===== src/rtl/pipe_hazard_ctrl_if.sv =====
// Hazard-controller bundle: pipeline status from ID/EX/MEM/WB in, stage enables, flushes and status out.
// The controller uses the slave modport; the pipeline datapath uses the master modport.
interface pipe_hazard_ctrl_if #(
  parameter int CNT_W = 32
);
  logic             id_valid;
  logic [4:0]       id_rs1;
  logic [4:0]       id_rs2;
  logic             id_use_rs1;
  logic             id_use_rs2;
  logic             id_halt;
  logic [4:0]       ex_rd;
  logic             ex_rf_wen;
  logic             ex_is_load;
  logic             ex_redirect;
  logic [4:0]       mem_rd;
  logic             mem_rf_wen;
  logic [4:0]       wb_rd;
  logic             wb_rf_wen;
  logic             mem_busy;

  logic             pc_wen;
  logic             pc_sel;
  logic             if_id_wen;
  logic             if_id_flush;
  logic             id_ex_flush;
  logic             pipe_freeze;
  logic [1:0]       fwd_a;
  logic [1:0]       fwd_b;
  logic             halted;
  logic             mem_timeout;
  logic [CNT_W-1:0] stall_cnt;
  logic [CNT_W-1:0] flush_cnt;

  modport master (
    output id_valid, id_rs1, id_rs2, id_use_rs1, id_use_rs2, id_halt,
           ex_rd, ex_rf_wen, ex_is_load, ex_redirect,
           mem_rd, mem_rf_wen, wb_rd, wb_rf_wen, mem_busy,
    input  pc_wen, pc_sel, if_id_wen, if_id_flush, id_ex_flush, pipe_freeze,
           fwd_a, fwd_b, halted, mem_timeout, stall_cnt, flush_cnt
  );

  modport slave (
    input  id_valid, id_rs1, id_rs2, id_use_rs1, id_use_rs2, id_halt,
           ex_rd, ex_rf_wen, ex_is_load, ex_redirect,
           mem_rd, mem_rf_wen, wb_rd, wb_rf_wen, mem_busy,
    output pc_wen, pc_sel, if_id_wen, if_id_flush, id_ex_flush, pipe_freeze,
           fwd_a, fwd_b, halted, mem_timeout, stall_cnt, flush_cnt
  );
endinterface


===== src/rtl/pipe_hazard_ctrl.sv =====
// 5-stage pipeline sequencer: forwarding selects, load-use stall, redirect flush, mem-busy freeze, ebreak drain.
// Outputs are combinational from state and inputs; state and counters update on posedge clk.
module pipe_hazard_ctrl #(
  parameter int CNT_W     = 32,
  parameter int TIMEOUT   = 255,
  parameter int DRAIN_CYC = 3
) (
  input  logic             clk,
  input  logic             rst,
  pipe_hazard_ctrl_if.slave bus
);

  localparam int BW = $clog2(TIMEOUT + 1);
  localparam int DW = $clog2(DRAIN_CYC + 1);

  typedef enum logic [2:0] {S_RUN, S_LSTALL, S_MWAIT, S_DRAIN, S_HALT} state_t;

  state_t           r_state, w_state_nxt;
  logic [DW-1:0]    r_drain_cnt, w_drain_nxt;
  logic [BW-1:0]    r_busy_cnt;
  logic             r_mem_timeout;
  logic [CNT_W-1:0] r_stall_cnt, r_flush_cnt;

  logic             w_pc_wen, w_pc_sel, w_if_id_wen, w_if_id_flush, w_id_ex_flush, w_pipe_freeze;
  logic [1:0]       w_fwd_a, w_fwd_b, w_fwd_a_raw, w_fwd_b_raw;
  logic             w_lu, w_redirect_taken;

  function automatic logic [1:0] fwd_sel(
    input logic [4:0] rs, input logic use_rs,
    input logic [4:0] ex_rd, input logic ex_wen,
    input logic [4:0] mem_rd, input logic mem_wen,
    input logic [4:0] wb_rd, input logic wb_wen
  );
    // x0 is hardwired zero, so a write to it never produces forwardable data
    if (!use_rs || rs == 5'd0) return 2'd0;
    if (ex_wen && ex_rd == rs)   return 2'd1;
    if (mem_wen && mem_rd == rs) return 2'd2;
    if (wb_wen && wb_rd == rs)   return 2'd3;
    return 2'd0;
  endfunction

  assign w_fwd_a_raw = fwd_sel(bus.id_rs1, bus.id_use_rs1, bus.ex_rd, bus.ex_rf_wen,
                               bus.mem_rd, bus.mem_rf_wen, bus.wb_rd, bus.wb_rf_wen);
  assign w_fwd_b_raw = fwd_sel(bus.id_rs2, bus.id_use_rs2, bus.ex_rd, bus.ex_rf_wen,
                               bus.mem_rd, bus.mem_rf_wen, bus.wb_rd, bus.wb_rf_wen);

  assign w_lu = bus.ex_is_load && bus.ex_rf_wen && (bus.ex_rd != 5'd0) && bus.id_valid &&
                ((bus.id_use_rs1 && bus.id_rs1 == bus.ex_rd) ||
                 (bus.id_use_rs2 && bus.id_rs2 == bus.ex_rd));

  always_comb begin
    w_pc_wen         = 1'b0;
    w_pc_sel         = 1'b0;
    w_if_id_wen      = 1'b0;
    w_if_id_flush    = 1'b0;
    w_id_ex_flush    = 1'b0;
    w_pipe_freeze    = 1'b0;
    w_fwd_a          = w_fwd_a_raw;
    w_fwd_b          = w_fwd_b_raw;
    w_state_nxt      = r_state;
    w_drain_nxt      = r_drain_cnt;
    w_redirect_taken = 1'b0;
    if (!rst) begin
      w_if_id_flush = 1'b1;
      w_id_ex_flush = 1'b1;
      w_fwd_a       = 2'd0;
      w_fwd_b       = 2'd0;
      w_state_nxt   = S_RUN;
    end else begin
      case (r_state)
        // MWAIT with mem_busy low re-evaluates the run list so a held redirect is taken immediately
        S_RUN, S_LSTALL, S_MWAIT: begin
          if (bus.mem_busy) begin
            w_pipe_freeze = 1'b1;
            w_state_nxt   = S_MWAIT;
          end else if (bus.ex_redirect) begin
            w_pc_wen         = 1'b1;
            w_pc_sel         = 1'b1;
            w_if_id_flush    = 1'b1;
            w_id_ex_flush    = 1'b1;
            w_redirect_taken = 1'b1;
            w_state_nxt      = S_RUN;
          end else if (w_lu) begin
            w_id_ex_flush = 1'b1;
            w_state_nxt   = S_LSTALL;
          end else if (bus.id_halt && bus.id_valid) begin
            w_id_ex_flush = 1'b1;
            w_drain_nxt   = DW'(DRAIN_CYC);
            w_state_nxt   = S_DRAIN;
          end else begin
            w_pc_wen    = 1'b1;
            w_if_id_wen = 1'b1;
            w_state_nxt = S_RUN;
          end
        end
        S_DRAIN: begin
          w_id_ex_flush = 1'b1;
          if (bus.mem_busy) begin
            w_pipe_freeze = 1'b1;
          end else if (r_drain_cnt == DW'(1)) begin
            w_state_nxt = S_HALT;
          end else begin
            w_drain_nxt = r_drain_cnt - 1'b1;
          end
        end
        S_HALT: begin
          w_id_ex_flush = 1'b1;
        end
        default: w_state_nxt = S_RUN;
      endcase
    end
  end

  always_ff @(posedge clk) begin
    if (!rst) begin
      r_state       <= S_RUN;
      r_drain_cnt   <= '0;
      r_busy_cnt    <= '0;
      r_mem_timeout <= 1'b0;
      r_stall_cnt   <= '0;
      r_flush_cnt   <= '0;
    end else begin
      r_state     <= w_state_nxt;
      r_drain_cnt <= w_drain_nxt;
      if (!bus.mem_busy)
        r_busy_cnt <= '0;
      else if (r_busy_cnt != BW'(TIMEOUT - 1))
        r_busy_cnt <= r_busy_cnt + 1'b1;
      if (bus.mem_busy && r_busy_cnt == BW'(TIMEOUT - 1))
        r_mem_timeout <= 1'b1;
      if (!w_pc_wen && r_state != S_HALT && r_stall_cnt != '1)
        r_stall_cnt <= r_stall_cnt + 1'b1;
      if (w_redirect_taken && r_flush_cnt != '1)
        r_flush_cnt <= r_flush_cnt + 1'b1;
    end
  end

  assign bus.pc_wen      = w_pc_wen;
  assign bus.pc_sel      = w_pc_sel;
  assign bus.if_id_wen   = w_if_id_wen;
  assign bus.if_id_flush = w_if_id_flush;
  assign bus.id_ex_flush = w_id_ex_flush;
  assign bus.pipe_freeze = w_pipe_freeze;
  assign bus.fwd_a       = w_fwd_a;
  assign bus.fwd_b       = w_fwd_b;
  assign bus.halted      = (r_state == S_HALT);
  assign bus.mem_timeout = r_mem_timeout;
  assign bus.stall_cnt   = r_stall_cnt;
  assign bus.flush_cnt   = r_flush_cnt;

endmodule


===== src/flat_wrapper.sv =====
// flat-port wrapper written by rule: the top's interface ports become plain ports
module pipe_hazard_ctrl_flat 
#(
  parameter int CNT_W     = 32,
  parameter int TIMEOUT   = 255,
  parameter int DRAIN_CYC = 3
)
  (clk, rst, bus_id_valid, bus_id_rs1, bus_id_rs2, bus_id_use_rs1, bus_id_use_rs2, bus_id_halt, bus_ex_rd, bus_ex_rf_wen, bus_ex_is_load, bus_ex_redirect, bus_mem_rd, bus_mem_rf_wen, bus_wb_rd, bus_wb_rf_wen, bus_mem_busy, bus_pc_wen, bus_pc_sel, bus_if_id_wen, bus_if_id_flush, bus_id_ex_flush, bus_pipe_freeze, bus_fwd_a, bus_fwd_b, bus_halted, bus_mem_timeout, bus_stall_cnt, bus_flush_cnt);
  pipe_hazard_ctrl_if #(.CNT_W(CNT_W)) bus_i ();
  input  logic clk;
  input  logic rst;
  input wire logic [$bits(bus_i.id_valid)-1:0] bus_id_valid;
  input wire logic [$bits(bus_i.id_rs1)-1:0] bus_id_rs1;
  input wire logic [$bits(bus_i.id_rs2)-1:0] bus_id_rs2;
  input wire logic [$bits(bus_i.id_use_rs1)-1:0] bus_id_use_rs1;
  input wire logic [$bits(bus_i.id_use_rs2)-1:0] bus_id_use_rs2;
  input wire logic [$bits(bus_i.id_halt)-1:0] bus_id_halt;
  input wire logic [$bits(bus_i.ex_rd)-1:0] bus_ex_rd;
  input wire logic [$bits(bus_i.ex_rf_wen)-1:0] bus_ex_rf_wen;
  input wire logic [$bits(bus_i.ex_is_load)-1:0] bus_ex_is_load;
  input wire logic [$bits(bus_i.ex_redirect)-1:0] bus_ex_redirect;
  input wire logic [$bits(bus_i.mem_rd)-1:0] bus_mem_rd;
  input wire logic [$bits(bus_i.mem_rf_wen)-1:0] bus_mem_rf_wen;
  input wire logic [$bits(bus_i.wb_rd)-1:0] bus_wb_rd;
  input wire logic [$bits(bus_i.wb_rf_wen)-1:0] bus_wb_rf_wen;
  input wire logic [$bits(bus_i.mem_busy)-1:0] bus_mem_busy;
  output wire logic [$bits(bus_i.pc_wen)-1:0] bus_pc_wen;
  output wire logic [$bits(bus_i.pc_sel)-1:0] bus_pc_sel;
  output wire logic [$bits(bus_i.if_id_wen)-1:0] bus_if_id_wen;
  output wire logic [$bits(bus_i.if_id_flush)-1:0] bus_if_id_flush;
  output wire logic [$bits(bus_i.id_ex_flush)-1:0] bus_id_ex_flush;
  output wire logic [$bits(bus_i.pipe_freeze)-1:0] bus_pipe_freeze;
  output wire logic [$bits(bus_i.fwd_a)-1:0] bus_fwd_a;
  output wire logic [$bits(bus_i.fwd_b)-1:0] bus_fwd_b;
  output wire logic [$bits(bus_i.halted)-1:0] bus_halted;
  output wire logic [$bits(bus_i.mem_timeout)-1:0] bus_mem_timeout;
  output wire logic [$bits(bus_i.stall_cnt)-1:0] bus_stall_cnt;
  output wire logic [$bits(bus_i.flush_cnt)-1:0] bus_flush_cnt;
  assign bus_i.id_valid = bus_id_valid;
  assign bus_i.id_rs1 = bus_id_rs1;
  assign bus_i.id_rs2 = bus_id_rs2;
  assign bus_i.id_use_rs1 = bus_id_use_rs1;
  assign bus_i.id_use_rs2 = bus_id_use_rs2;
  assign bus_i.id_halt = bus_id_halt;
  assign bus_i.ex_rd = bus_ex_rd;
  assign bus_i.ex_rf_wen = bus_ex_rf_wen;
  assign bus_i.ex_is_load = bus_ex_is_load;
  assign bus_i.ex_redirect = bus_ex_redirect;
  assign bus_i.mem_rd = bus_mem_rd;
  assign bus_i.mem_rf_wen = bus_mem_rf_wen;
  assign bus_i.wb_rd = bus_wb_rd;
  assign bus_i.wb_rf_wen = bus_wb_rf_wen;
  assign bus_i.mem_busy = bus_mem_busy;
  assign bus_pc_wen = bus_i.pc_wen;
  assign bus_pc_sel = bus_i.pc_sel;
  assign bus_if_id_wen = bus_i.if_id_wen;
  assign bus_if_id_flush = bus_i.if_id_flush;
  assign bus_id_ex_flush = bus_i.id_ex_flush;
  assign bus_pipe_freeze = bus_i.pipe_freeze;
  assign bus_fwd_a = bus_i.fwd_a;
  assign bus_fwd_b = bus_i.fwd_b;
  assign bus_halted = bus_i.halted;
  assign bus_mem_timeout = bus_i.mem_timeout;
  assign bus_stall_cnt = bus_i.stall_cnt;
  assign bus_flush_cnt = bus_i.flush_cnt;
  pipe_hazard_ctrl #(.CNT_W(CNT_W), .TIMEOUT(TIMEOUT), .DRAIN_CYC(DRAIN_CYC)) u_core (.clk(clk), .rst(rst), .bus(bus_i));
endmodule

===== config.mk =====
export PLATFORM = sky130hd
export DESIGN_NAME = pipe_hazard_ctrl_flat
export DESIGN_NICKNAME = d
export VERILOG_FILES = /design/src/rtl/pipe_hazard_ctrl_if.sv /design/src/rtl/pipe_hazard_ctrl.sv /design/src/flat_wrapper.sv
export SDC_FILE = /design/constraint.sdc
export NUM_CORES = 1
export LEC_CHECK = 0
export ABC_AREA = 0
export ABC_CLOCK_PERIOD_IN_PS = 2710
export CAP_MARGIN = 5
export CORE_MARGIN = 2
export CORE_UTILIZATION = 34
export DETAILED_ROUTE_END_ITERATION = 16
export DONT_BUFFER_PORTS = 1
export GPL_ROUTABILITY_DRIVEN = 0
export HOLD_SLACK_MARGIN = 0.12
export PLACE_DENSITY = 0.54
export SKIP_LAST_GASP = 1
export SYNTH_ARGS = -nofsm -noshare
export SYNTH_HDL_FRONTEND = slang
export SYNTH_SLANG_ARGS = --single-unit
export TNS_END_PERCENT = 10

===== constraint.sdc =====
create_clock -name clk -period 2.71 [get_ports clk]
set_input_delay 0.6775 -clock clk [delete_from_list [all_inputs] [get_ports clk]]
set_output_delay 0.6775 -clock clk [all_outputs]
set_load 0.01 [all_outputs]

# Word level (Yosys, flattened, before mapping)
# Index checks and enable logic that the tools add are counted.
dict set report totals {
  ff_bits 78
  inputBits 37
  wordCells 146
  output_inout_bits 76
}
dict set report classes {
  reduce_logical 34
  bitwise 1
  mux 76
  n_addsub 4
  n_eq_ne 25
}
# operator n
set op_table {}
lappend op_table {{32-bit by 1-bit adder with 32-bit output, second input constant} 2}
lappend op_table {{32-bit != test, second input constant} 2}
lappend op_table {{2-bit two-way mux} 25}
lappend op_table {{1-bit two-way mux} 43}
lappend op_table {{5-bit == test} 8}
lappend op_table {{1-bit logical AND} 17}
lappend op_table {{3-bit two-way mux} 5}
lappend op_table {{5-bit logical NOT} 2}
lappend op_table {{2-bit != test, second input constant} 5}
lappend op_table {{3-bit one-hot mux with 3 select lines} 1}
lappend op_table {{8-bit by 1-bit adder with 8-bit output, second input constant} 1}
lappend op_table {{8-bit == test, second input constant} 1}
lappend op_table {{8-bit != test, second input constant} 1}
lappend op_table {{7-bit AND reduction} 1}
lappend op_table {{3-bit by 2-bit == test with 1-bit output, second input constant} 2}
lappend op_table {{5-bit nonzero test} 1}
lappend op_table {{2-bit by 1-bit != test with 1-bit output, second input constant} 2}
lappend op_table {{2-bit one-hot mux with 2 select lines} 1}
lappend op_table {{4-bit OR reduction} 1}
lappend op_table {{3-bit by 1-bit == test with 1-bit output, second input constant} 1}
lappend op_table {{3-bit == test, second input constant} 1}
lappend op_table {{1-bit logical NOT} 3}
lappend op_table {{3-bit logical NOT} 1}
lappend op_table {{1-bit logical OR} 3}
lappend op_table {{other kinds (10)} 10}

# Depth between registers and ports, before layout
dict set report depth {
  depth_word 14
  ltp_mapped 8
  depth_no_buf 7
}

# Worst setup path after synthesis
# OpenSTA, ideal clock, no wires.
dict set report synth_path {
  path_type {input to output}
  start {input port bus_ex_rd[1]}
  end {output port bus_if_id_wen}
  t_required_ns 2.033
  path_stages 4
  setup_slack_ns 0.117
  arrival_time_ns 1.916
  path_buffers 0
  path_cell_list {or4_1 > o2111ai_1 > o21ai_1 > nor3_1}
}
dict set report synth_between {
  elab_chain_len 9
  elab_cells_between_ends 14
  classes_between {2 x eq/ne; 5 x mux; 7 x reduce/logical}
}
# item line
set synth_lines {}
lappend synth_lines {{start: declaration} flat_wrapper.sv:18} ;# input wire logic [$bits(bus_i.ex_rd)-1:0] bus_ex_rd;
lappend synth_lines {{5-bit == test, or another cell as far along} pipe_hazard_ctrl.sv:48} ;# ((bus.id_use_rs1 && bus.id_rs1 == bus.ex_rd) ||
lappend synth_lines {{1-bit logical AND, on equally long branches} {pipe_hazard_ctrl.sv:48, pipe_hazard_ctrl.sv:49, pipe_hazard_ctrl.sv:47}}
lappend synth_lines {{1-bit logical OR or 1-bit logical AND (tied branches)} {pipe_hazard_ctrl.sv:48, pipe_hazard_ctrl.sv:47}}
lappend synth_lines {{1-bit logical AND *} pipe_hazard_ctrl.sv:47} ;# assign w_lu = bus.ex_is_load && bus.ex_rf_wen && (bus.ex_rd != 5'd0) && bus.id_valid &&
lappend synth_lines {{1-bit two-way mux *} pipe_hazard_ctrl.sv:83} ;# end else if (w_lu) begin
lappend synth_lines {{1-bit two-way mux *} pipe_hazard_ctrl.sv:76} ;# end else if (bus.ex_redirect) begin
lappend synth_lines {{1-bit two-way mux *} pipe_hazard_ctrl.sv:73} ;# if (bus.mem_busy) begin
lappend synth_lines {{1-bit two-way mux *} pipe_hazard_ctrl.sv:70} ;# case (r_state)
lappend synth_lines {{1-bit two-way mux *} pipe_hazard_ctrl.sv:63} ;# if (!rst) begin
lappend synth_lines {{end: declaration} flat_wrapper.sv:29} ;# output wire logic [$bits(bus_i.if_id_wen)-1:0] bus_if_id_wen;
# Every way passes the cells marked *; elsewhere a longest branch is shown, timed or not.

# Final worst setup path
dict set report layout_path {
  start {input port bus_ex_rd[1]}
  end {output port bus_id_ex_flush}
}
dict set report layout_between {
  elab_chain_len 9
  elab_cells_between_ends 14
  classes_between {2 x eq/ne; 5 x mux; 7 x reduce/logical}
}
# item line
set layout_lines {}
lappend layout_lines {{5-bit == test, or another cell as far along} pipe_hazard_ctrl.sv:48}
lappend layout_lines {{1-bit logical AND, on equally long branches} {pipe_hazard_ctrl.sv:48, pipe_hazard_ctrl.sv:49, pipe_hazard_ctrl.sv:47}}
lappend layout_lines {{1-bit logical OR or 1-bit logical AND (tied branches)} {pipe_hazard_ctrl.sv:48, pipe_hazard_ctrl.sv:47}}
lappend layout_lines {{1-bit logical AND *} pipe_hazard_ctrl.sv:47}
lappend layout_lines {{1-bit two-way mux *} pipe_hazard_ctrl.sv:83}
lappend layout_lines {{1-bit two-way mux *} pipe_hazard_ctrl.sv:76}
lappend layout_lines {{1-bit two-way mux *} pipe_hazard_ctrl.sv:73}
lappend layout_lines {{1-bit one-hot mux with 2 select lines *} pipe_hazard_ctrl.sv:70}
lappend layout_lines {{1-bit two-way mux *} pipe_hazard_ctrl.sv:63}
lappend layout_lines {{end: declaration} flat_wrapper.sv:31} ;# output wire logic [$bits(bus_i.id_ex_flush)-1:0] bus_id_ex_flush;
# Marks and branches as above.

==> impl_metrics.csv <==
group,metric,value,unit
flow_run,cap_viol_max_count,0,
setup_path,path_class,"in2out",
cells_and_area,layout_common_cells,"78 x dfxtp_1, 53 x nor2_1, 49 x nand2_1",
sta,skew,8.814,ps
floorplanning,dieArea,13910,um^2
floorplanning,coreArea,12670,um^2
sta,relSlewSlack,54.55,%
cells_and_area,syn_to_final_growth,14.42,%
detailed_routing,routedWlPerCell,15.36,um
min_path,hold_class,"in2reg",
placement,port_buffers,0,
yosys,synth_top_area_share,35.36,%
yosys,synth-edff-count,0,
clocking,tritoncts,"built",
detailed_routing,drtAntennaViolNets,0,
cells_and_area,diodes,0,
sta,fin_crit,2553,ps
setup_path,timing.rr.start,"u_core.bus.stall_cnt[2]$_SDFFE_PN0P_",
global_route,grt_use_total,16.43,%
cells_and_area,final_common_cell,"dfxtp_1",
setup_path,cp_slowest_cell,"or4_1",
yosys,post_synth_instance_area,4415,um^2
placement,place_inst,711,
sta,fmaxAchievable,391.7,MHz
placement,dp_hpwl,8109,um
setup_path,start_kind,"input pin",
detailed_routing,drc_errors,0,
cells_and_area,finalNetCount,592,
sta,tightest_slew,678.7,ps
yosys,ys_async_sr_fraction,0,%
clocking,clk_latency,330,ps
setup_path,critPathMaxFanout,4,
setup_path,path_cells,"or4_1, o2111ai_2, o21ai_2, o21ai_1, nand4_1",
clocking,cts.sinks,78,
yosys,ys.flop_type,"dfxtp_1",
cells_and_area,layout-drive-gt1-share,8.468,%
floorplanning,pin_count,113,
pwr,power_density,520.7,nW/um^2
detailed_routing,vias,3980,
clocking,htreeDepth,3,
yosys,synth.net_count,584,
floorplanning,row_count,41,
global_route,grt_pass1_vias,3885,
clocking,postCtsHoldBufs,0,
yosys,syn_area_per_cell,8.147,um^2
floorplanning,die_width,118.0,um
yosys,synth_seq_cells,78,
yosys,yosys-top-cells-area,"dfxtp_1 35%, xnor2_1 6.9%, xor2_1 4.8%",
yosys,yosysWarnings,0,
global_route,globalRouteOverflowTotal,0,
setup_path,end_kind,"primary output",
sta,rsz0062_at_grt,"no",
outcome,status,"completed",
detailed_routing,routed_wl,11170,um
clocking,numCtsBuffers,9,
sta,period_share,94.20,%
sta,finalSetupViolations,0,
pwr,p_leak,1.647,nW
sta,maxSlewViolCount,0,
setup_path,startpoint,"bus_ex_rd[1]",
setup_path,r2r_slack,240,ps
detailed_routing,drt_iter0_drc,191,
yosys,yosys.area.top_type,"dfxtp_1",
floorplanning,fp.dieH,118.0,um
sta,hold_slack,462.7,ps
cells_and_area,stdcell_count,727,
clocking,clkSlewWorstSetupHoldPaths,60,ps
global_route,grt_max_degree,60,
sta,worst_slack,157.1,ps
sta,hold_violations,0,
placement,place_ws,51.78,ps
detailed_routing,post_drt_via_cell_ratio,5.475,
clocking,cts-root-buf,"clkbuf_16",
sta,tns,0,ps
yosys,yosysUniqueCellTypes,56,
global_route,grt_antenna_before_repair,0,
pwr,ir_drop,0.0002942,V
floorplanning,initial_core_util,34.85,%
min_path,hold_start,"rst",
yosys,yosysSeqAreaShare,35.36,%
setup_path,max_stage_delay,530,ps
setup_path,worstPathArrival,1880,ps
clocking,clockBufferDepth,2,
detailed_routing,firstDrtPassIters,6,
setup_path,crit_required,2030,ps
yosys,syn_inst,542,
global_route,grt_pass1_wl,19030,um
[cells in the mapped netlist (all sizes together) (2+ instances only)]
library cell  number
dfxtp             78
nor2              53
nand2             49
a21oi             36
xnor2             35
nand3             30
xor2              24
nand4             21
o31ai             18
or4               18
nor4              15
clkbuf            13
o21ai             13
inv               12
or3               12
buf               11
and3              10
nor3               9
and4               8
mux2i              8
nand2b             8
a211oi             7
o211ai             6
ha                 5
nor3b              5
o21a               4
and2               3
nor2b              3
nor4b              3
o21bai             3
o31a               3
or2                2
or4b               2
[power breakdown]
part	internal (mW)	switching, mW	total [mW]
registers	1.16	0.00930	1.17
logic	0.0645	0.0854	0.150
clock network	0.834	0.482	1.32
[flip-flops by register name, summed over array words and instances (netlist names)]
signal	cells
u_core.bus.flush_cnt	32
u_core.bus.stall_cnt	32
u_core.r_busy_cnt	8
u_core.r_state	3
u_core.r_drain_cnt	2
u_core.bus.mem_timeout	1
[kinds of logic after synthesis]
kind of cell	Yosys count	share of synthesized area [%]
AO/OA/AOI/OAI	101	14.88
XOR/XNOR	59	11.70
adder cells (fa/ha/maj)	5	1.417
buffers and inverters	36	3.485
flip-flops	78	35.36
multiplexers	8	1.814
AND/OR/NAND/NOR	255	31.34
[critical path, delay by kind of cell]
kind	cells	cell delay (ps)
AOI/OAI and AO/OA	3	480
and+or+nand+nor	2	710
[per-layer routing]
layer,up-vias,global-route usage [%],share of wire [%]
met5,-,0,0
met4,0,4.142,0.77
met3,5,4.990,5.6
met2,87,27.36,47
met1,1879,20.70,47
li1,2009,-,-
[layout make-up]
cell class | count | area [um^2]
inverters | 12 | 45.04
well taps | 172 | 215.2
clock buffers | 11 | 242.7
repair buffers | 21 | 182.7
multi-input cells | 428 | 2724
clock inverters | 5 | 81.33
flip-flops and latches | 78 | 1562
fillers | 1289 | 7619
[worst paths after layout]
| check | cells after the start | to |
|---|---|---|
| worst max register to register | 7 | u_core.bus.stall_cnt[27]$_SDFFE_PN0P_ |
| worst max-delay path | 5 | bus_id_ex_flush |
| worst min register to register | 2 | u_core.r_busy_cnt[7]$_SDFFE_PN0P_ |
| worst min-delay path | 1 | u_core.bus.flush_cnt[23]$_SDFFE_PN0P_ |
[repair_timing]
item	CTS	global route
endpoints found under the hold margin	0	0
setup buffers	0	0
gates resized for setup	0	2
endpoints found under the setup margin	0	2
[per-stage QoR]
stage	cell area [um^2]	power, mW	utilization (%)
2_1_floorplan	4415	1.314	-
5_1_grt	5052	2.746	39.87
3_5_place_dp	4718	1.342	37.24
3_3_place_gp	4718	1.338	37.24
4_1_cts	5042	2.667	39.79
6_report	5052	2.631	39.87
Note: power is estimated with default switching activity, not from simulation.
